--- config.mk ---
export PLATFORM = sky130hd
export DESIGN_NAME = mux1hot_pipe
export DESIGN_NICKNAME = d
export VERILOG_FILES = /design/src/rtl/mux1hot_pipe.sv
export SDC_FILE = /design/constraint.sdc
export NUM_CORES = 1
export LEC_CHECK = 0
export ABC_AREA = 1
export BUFFER_PORTS_ARGS = -buffer_cell sky130_fd_sc_hd__clkbuf_2
export CAP_MARGIN = 20
export CORE_UTILIZATION = 38
export DETAILED_ROUTE_END_ITERATION = 16
export HOLD_SLACK_MARGIN = 0.08
export PLACE_DENSITY = 0.83
export SYNTH_ARGS = -nofsm -noshare
export SYNTH_HDL_FRONTEND = slang
export SYNTH_SLANG_ARGS = --single-unit
--- constraint.sdc ---
create_clock -name clk -period 0.96 [get_ports clk]
set_input_delay 0.192 -clock clk [delete_from_list [all_inputs] [get_ports clk]]
set_output_delay 0.192 -clock clk [all_outputs]
set_load 0.005 [all_outputs]
--- src/rtl/mux1hot_pipe.sv ---
// mux1hot_pipe: N-input one-hot multiplexer with a single registered output stage.
// Latency: one cycle from accept (in_valid && in_ready) to out_valid; one transfer per cycle.
// Backpressure: in_ready = !out_valid || out_ready, so a full stage refills in the cycle it drains.
//
// Ports:
//   clk, rst            - rising-edge clock, synchronous active-high reset
//   in_data, sel        - N packed WIDTH-bit inputs (input k at [k*WIDTH +: WIDTH]) and one-hot select
//   in_valid, in_ready  - input handshake
//   out_data, out_valid - registered selected data, output handshake with out_ready
//   err, err_cnt        - illegal-select pulse and saturating count
//
// Build option: define MUX1HOT_PIPE_SELECT_CHECK_EN to drop and count non-one-hot selects.
// Without it every select is forwarded as the AND-OR of the selected inputs and err/err_cnt read 0.

module mux1hot_pipe #(
   parameter int WIDTH = 8,
   parameter int N     = 4,
   parameter int CNT_W = 8
) (
   input  logic               clk,
   input  logic               rst,
   input  logic [N*WIDTH-1:0] in_data,
   input  logic [N-1:0]       sel,
   input  logic               in_valid,
   output logic               in_ready,
   output logic [WIDTH-1:0]   out_data,
   output logic               out_valid,
   input  logic               out_ready,
   output logic               err,
   output logic [CNT_W-1:0]   err_cnt
);

   logic [WIDTH-1:0] out_data_q, out_data_d;
   logic             out_valid_q, out_valid_d;
   logic [WIDTH-1:0] mux_dat;
   logic             accept;
   logic             sel_legal;

   assign in_ready = !out_valid_q || out_ready;
   assign accept   = in_valid && in_ready;

   // AND-OR mux: a multi-hot select ORs its inputs, a zero select gives 0.
   always_comb begin
      mux_dat = '0;
      for (int k = 0; k < N; k++) begin
         if (sel[k]) begin
            mux_dat = mux_dat | in_data[k*WIDTH +: WIDTH];
         end
      end
   end

`ifdef MUX1HOT_PIPE_SELECT_CHECK_EN
   localparam logic [N-1:0]     SEL_ONE = {{(N-1){1'b0}}, 1'b1};
   localparam logic [CNT_W-1:0] CNT_MAX = '1;

   logic             err_q, err_d;
   logic [CNT_W-1:0] err_cnt_q, err_cnt_d;

   // Exactly one bit set: nonzero and clearing the lowest set bit leaves nothing.
   assign sel_legal = (sel != '0) && ((sel & (sel - SEL_ONE)) == '0);

   always_comb begin
      err_d     = accept && !sel_legal;
      err_cnt_d = err_cnt_q;
      if (err_d && (err_cnt_q != CNT_MAX)) begin
         err_cnt_d = err_cnt_q + 1'b1;
      end
   end

   always_ff @(posedge clk) begin
      if (rst) begin
         err_q     <= 1'b0;
         err_cnt_q <= '0;
      end else begin
         err_q     <= err_d;
         err_cnt_q <= err_cnt_d;
      end
   end

   assign err     = err_q;
   assign err_cnt = err_cnt_q;
`else
   assign sel_legal = 1'b1;
   assign err       = 1'b0;
   assign err_cnt   = '0;
`endif

   // A drain clears the entry; a legal accept in the same cycle overrides it.
   // An illegal accept leaves out_valid to the drain term alone.
   always_comb begin
      out_valid_d = out_valid_q;
      out_data_d  = out_data_q;
      if (out_ready) begin
         out_valid_d = 1'b0;
      end
      if (accept && sel_legal) begin
         out_valid_d = 1'b1;
         out_data_d  = mux_dat;
      end
   end

   always_ff @(posedge clk) begin
      if (rst) begin
         out_valid_q <= 1'b0;
         out_data_q  <= '0;
      end else begin
         out_valid_q <= out_valid_d;
         out_data_q  <= out_data_d;
      end
   end

   assign out_data  = out_data_q;
   assign out_valid = out_valid_q;

endmodule
==> flow_summary.yaml, run 1 <==
outcome:
  status: "finished, final reports clean"
timing:
  fin_skew_ps: 0.1121
  finalCritPeriodShare_pct: 99.88
  setup-tns-final_ps: 0
  slew_viol_final: 0
  rsz0062_at_grt: "yes"
  finalSetupViolCount: 0
  max_freq_mhz: 1043
  whs_ps: 87.56
  finalHoldViolations: 0
  setup_slack_ps: 1.149
  period_needed_ps: 958.9
route:
  vias_per_cell: 3.822
  final_antenna_net_count: 0
  wirelength_um: 1473
  wl_per_cell_um: 6.883
  route.detailed.drc: 0
  dr_total_vias: 818
  dr.first_iter.drc_count: 9
  dr.pass1.iters: 4
worst_setup_path:
  crit_family: "flip-flops"
  slowest_stage: "dfxtp_2"
  crit_fanout: 3
  cp_cell_sequence: "nand2_4, clkbuf_2"
  r2r_start: "out_valid$_SDFFE_PP0P_"
  worstPathRequired_ps: 770
  critPathLaunchType: "flop"
  crit_buf_inv: 1
  crit_path_end_kind: "output pin"
  cp_slowest_stage_delay_ps: 340
  reg2reg_to: "out_data[0]$_SDFFE_PP0P_"
  worst-setup-path-type: "reg -> out"
  reg2reg_depth: 5
  crit_arrival_ps: 770
  r2r_slack_ps: 140
yosys:
  synth.largest_area_cell: "nand2_1"
  synth_cell_types: 12
  yosys-top-cells-area: "nand2_1, dfxtp_1, inv_1"
  synth_top_area_share_pct: 35.98
  synth.yosys.seq_area_share_pct: 24.32
  avgSynthCellArea_um2: 5.253
  yosys_warnings: 0
  syn_inst: 141
  syn_area_um2: 740.7
  ys_ff_latch: 9
run:
  cap_violations: 0
clock_network:
  cts_buffer_depth: 2
  path_clk_slew_ps: 60
  numClockSinks: 9
  cts_buffers: 3
  cts_tree: "built"
  clockRootBuffer: "clkbuf_4"
  insertion_delay_ps: 260
  cts_max_level: 1
  postCtsHoldBufs: 0
layout:
  fin_area_um2: 983.4
  fin_util_pct: 55.16
  multi_input_area_um2: 394.1
  n_antenna_cell: 0
  drive_gt1_share_pct: 30.69
  final_cell_mix: "nand2_1, clkbuf_2, inv_1"
  ff_latch_area_um2: 181.4
  final_common_cell: "nand2_1"
  area_growth_pct: 32.77
  final_cells: 214
  layout.nets: 230
  fill_cells: 190
worst_hold_path:
  min_path_type: "in -> reg"
  holdPathStages: 2
  min_from: "rst"
  hold_end: "out_valid$_SDFFE_PP0P_"
place:
  pre_cts_ws_ps: 91.72
  io_buffers: 49
  place_inst: 209
  place.gp.congestion: 0.7137
  placed_cell_area_um2: 948.4
  dp_hpwl_um: 1234
global_route:
  grt_max_degree: 18
  grt_pass1_wl_um: 2442
  grt_pass1_vias: 675
  grt_overflow: 0
  grt_usage_pct: 16.09
  antenna_found_initial: 0
floorplan:
  core_um2: 1783
  start_util_pct: 41.54
  dieWidth_um: 46.15
  io_pins: 59
  rows: 15
  dieArea_um2: 2130
  die_h_um: 46.15
pwr:
  finalPower_mw: 1.023
  ir_worst_vdd_v: 0.0005894
  p_per_area_nw_per_um2: 1040
  p_leak_nw: 0.6924
## registers in the layout (all words and copies together), names as in the netlist
signal / count
out_valid: 1
out_data: 8
## per-layer routing
metal / global-route usage (%) / routed length (um) / vias up
met3: 3.529 / 148 / 2
met2: 25.07 / 626 / 45
met1: 19.86 / 692 / 298
li1: - / - / 473
met5: 0 / 0 / -
met4: 10.00 / 6 / 0
## repair_timing
| item | 4_1_cts | 5_1_grt |
|---|---|---|
| setup endpoints to repair | 1 | 1 |
| pin swaps | 1 | 0 |
| gates resized for setup | 1 | 0 |
| buffers inserted | 1 | 0 |
## final cells by class
cell class	instances	area share [%]
inverter	26	9.924
tap	25	3.181
multi-input combinational	100	40.08
sequential	9	18.45
clock buffer	4	2.672
timing repair buffer	50	25.70
## power breakdown
| group | switching [mW] | leakage [nW] | internal, mW |
|---|---|---|---|
| sequential | 0.0171 | 0.0753 | 0.408 |
| clock | 0.127 | 0.0150 | 0.160 |
| combinational | 0.164 | 0.602 | 0.148 |
| total | 0.308 | 0.692 | 0.715 |
## worst register-to-register path, stage by stage, from the launching register on
cell     delay (ps)
dfxtp_2         340
nand2_4          60
nand2_4         150
nand2_1          70
nand2_1          60
nor2_1           40
## cells in the mapped netlist
| cell | instances |
|---|---|
| buf_4 | 9 |
| inv_2 | 1 |
| nor2_1 | 16 |
| dfxtp_1 | 9 |
| nand2_4 | 2 |
| buf_6 | 1 |
| a21oi_1 | 1 |
| inv_1 | 25 |
| buf_2 | 4 |
| conb_1 | 1 |
| nand2_1 | 71 |
| nand2_2 | 1 |
## logic make-up after synthesis
| group | after synthesis | synth area share [%] |
|---|---|---|
| flip-flops | 9 | 24.32 |
| other | 1 | 0.5063 |
| AO/OA/AOI/OAI | 1 | 0.6750 |
| buffers and inverters | 40 | 26.52 |
| AND/OR/NAND/NOR | 90 | 47.97 |
## worst max path at each step
stage / endpoint / from / cells past startpoint / slack, ps
final: in_ready / out_valid$_SDFFE_PP0P_ / 2 / 1
after detailed placement: out_data[2]$_SDFFE_PP0P_ / out_valid$_SDFFE_PP0P_ / 5 / 90
after global placement: out_data[0]$_SDFFE_PP0P_ / out_valid$_SDFFE_PP0P_ / 5 / 120
after floorplan: out_data[7]$_SDFFE_PP0P_ / out_valid$_SDFFE_PP0P_ / 6 / 80
after global routing: in_ready / out_valid$_SDFFE_PP0P_ / 2 / -40
after CTS: in_ready / out_valid$_SDFFE_PP0P_ / 2 / -10
(Power assumes the default switching activity.)
==> run 2: changes to the inputs <==
--- a/config.mk
+++ b/config.mk
@@ -10,4 +10,5 @@
 export CAP_MARGIN = 20
 export CORE_UTILIZATION = 38
+export CTS_CLUSTER_SIZE = 10
 export DETAILED_ROUTE_END_ITERATION = 16
 export HOLD_SLACK_MARGIN = 0.08
==> constraint.sdc (replaced) <==
create_clock -name clk -period 0.96 [get_ports clk]
set_input_delay 0.048 -clock clk [delete_from_list [all_inputs] [get_ports clk]]
set_output_delay 0.048 -clock clk [all_outputs]
set_load 0.005 [all_outputs]
==> run 2 against run 1 <==
Clock-buffer cell count did not move. First-iteration DRC count fell by 11%. Fmax is 10% higher. Via count is 0.12% lower. Critical path type unchanged. Worst hold slack improved by 10 ps.
==> flow_summary.yaml, run 2 (synthesis gave the netlist of run 1 again) <==
pwr:
  ir_worst_vdd_v: 0.0005852
  p_leak_nw: 0.6925
  finalPower_mw: 1.023
  p_per_area_nw_per_um2: 1030
clock_network:
  path_clk_slew_ps: 60
  cts_tree: "built"
  postCtsSetupBuffers: 0
  cts_max_level: 1
  insertion_delay_ps: 260
  cts_buffers: 3
  clockRootBuffer: "clkbuf_4"
  numClockSinks: 9
  cts_buffer_depth: 2
outcome:
  status: "finished, final reports clean"
route:
  wirelength_um: 1470
  dr.pass1.iters: 4
  dr.first_iter.drc_count: 8
  vias_per_cell: 3.818
  route.detailed.drc: 0
  wl_per_cell_um: 6.869
  dr_total_vias: 817
  final_antenna_net_count: 0
global_route:
  use_met1_pct: 19.86
  grt_pass1_wl_um: 2442
  grt_pass1_vias: 675
  grt_max_degree: 18
  grt_overflow: 0
  gr-usage-met2_pct: 25.07
  grtUsageMet3_pct: 3.529
  grt_usage_pct: 16.09
  antenna_found_initial: 0
  gr-max-usage-layer: "met2"
worst_setup_path:
  worstPathRequired_ps: 910
  cp_cell_sequence: "nand2_4, clkbuf_2"
  crit_arrival_ps: 820
  crit_buf_inv: 1
  r2r_start: "out_valid$_SDFFE_PP0P_"
  reg2reg_depth: 5
  crit_fanout: 3
  crit_path_end_kind: "output pin"
  cp_slowest_stage_delay_ps: 370
  critPathLaunchType: "flop"
  worst-setup-path-type: "reg -> out"
  slowest_stage: "dfxtp_1"
  reg2reg_to: "out_data[0]$_SDFFE_PP0P_"
  crit_family: "flip-flops"
  r2r_slack_ps: 130
timing:
  fin_skew_ps: 2.522
  finalHoldViolations: 0
  setup-tns-final_ps: 0
  finalSetupViolCount: 0
  slew_viol_final: 0
  period_needed_ps: 872.0
  rsz0062_at_grt: "no"
  finalCritPeriodShare_pct: 90.84
  max_freq_mhz: 1147
floorplan:
  core_um2: 1783
  dieArea_um2: 2130
  rows: 15
  dieWidth_um: 46.15
  io_pins: 59
  die_h_um: 46.15
  start_util_pct: 41.54
layout:
  fill_cells: 190
  n_antenna_cell: 0
  ff_latch_area_um2: 180.2
  area_growth_pct: 34.12
  multi_input_area_um2: 402.9
  final_cell_mix: "nand2_1, clkbuf_2, inv_1"
  largest_reg_flops: 8
  final_common_cell: "nand2_1"
  drive_gt1_share_pct: 29.63
  layout.nets: 230
run:
  cap_violations: 0
place:
  dp_hpwl_um: 1234
  place.gp.congestion: 0.7137
  io_buffers: 49
worst_hold_path:
  hold_end: "out_valid$_SDFFE_PP0P_"
  min_path_type: "in -> reg"
  min_from: "out_ready"
  holdPathStages: 4
==> run 2: changes by cell type in the layout (fill, tap and decap cells not counted), sizes merged <==
cell         delta
buf             -1
dlygate4sd3     +1
==> run 2: routing by layer <==
layer,share of wire [%],up-vias
li1,-,472
met1,49,302
met2,42,41
met3,8.8,2
met4,0.41,0
met5,0,-
==> run 2: worst max path at each step <==
stage                                    end  slack (ps)  depth (start not counted)              startpoint
floorplan           out_data[7]$_SDFFE_PP0P_          80                          6  out_valid$_SDFFE_PP0P_
global placement    out_data[0]$_SDFFE_PP0P_         120                          5  out_valid$_SDFFE_PP0P_
detailed placement  out_data[2]$_SDFFE_PP0P_          90                          5  out_valid$_SDFFE_PP0P_
CTS                 out_data[2]$_SDFFE_PP0P_          80                          5  out_valid$_SDFFE_PP0P_
global route                        in_ready          40                          2  out_valid$_SDFFE_PP0P_
finish                              in_ready          90                          2  out_valid$_SDFFE_PP0P_
==> run 2: worst reg2reg max path, stage by stage, from the launching register on <==
cell     delay [ps]
dfxtp_1         370
nand2_4          90
nand2_8         110
nand2_1          60
nand2_1          50
nor2_1           40
==> run 2: cell type report <==
class	count	share of cell area, %
clock buffer	4	2.645
inverter	26	9.824
multi-input combinational	100	40.55
sequential	9	18.14
tap	25	3.149
timing repair buffer	50	25.69
==> run 2: repair_timing <==
action | 4_1_cts | 5_1_grt
hold buffers | 1 | 0
endpoints found under the hold margin | 1 | 0
gates resized for setup | 0 | 1
endpoints found under the setup margin | 0 | 1
==> run 2: power breakdown <==
| part | internal (mW) | switching, mW | total [mW] |
|---|---|---|---|
| combinational | 0.151 | 0.167 | 0.317 |
| sequential | 0.407 | 0.0172 | 0.424 |
| clock | 0.159 | 0.122 | 0.281 |
| total | 0.717 | 0.306 | 1.02 |
==> run 2: stage by stage <==
stage	cell area [um2]	worst slack [ps]	hold WS (ps)	instances	utilization (%)
after global routing	993.5	39.21	111.0	214	55.72
after CTS	984.7	81.87	68.89	214	55.23
after global placement	948.4	119.5	231.5	209	53.19
after floorplan	770.7	75.04	117.1	149	-
final	993.5	87.97	97.94	214	55.72
after detailed placement	948.4	91.72	224.1	209	53.19
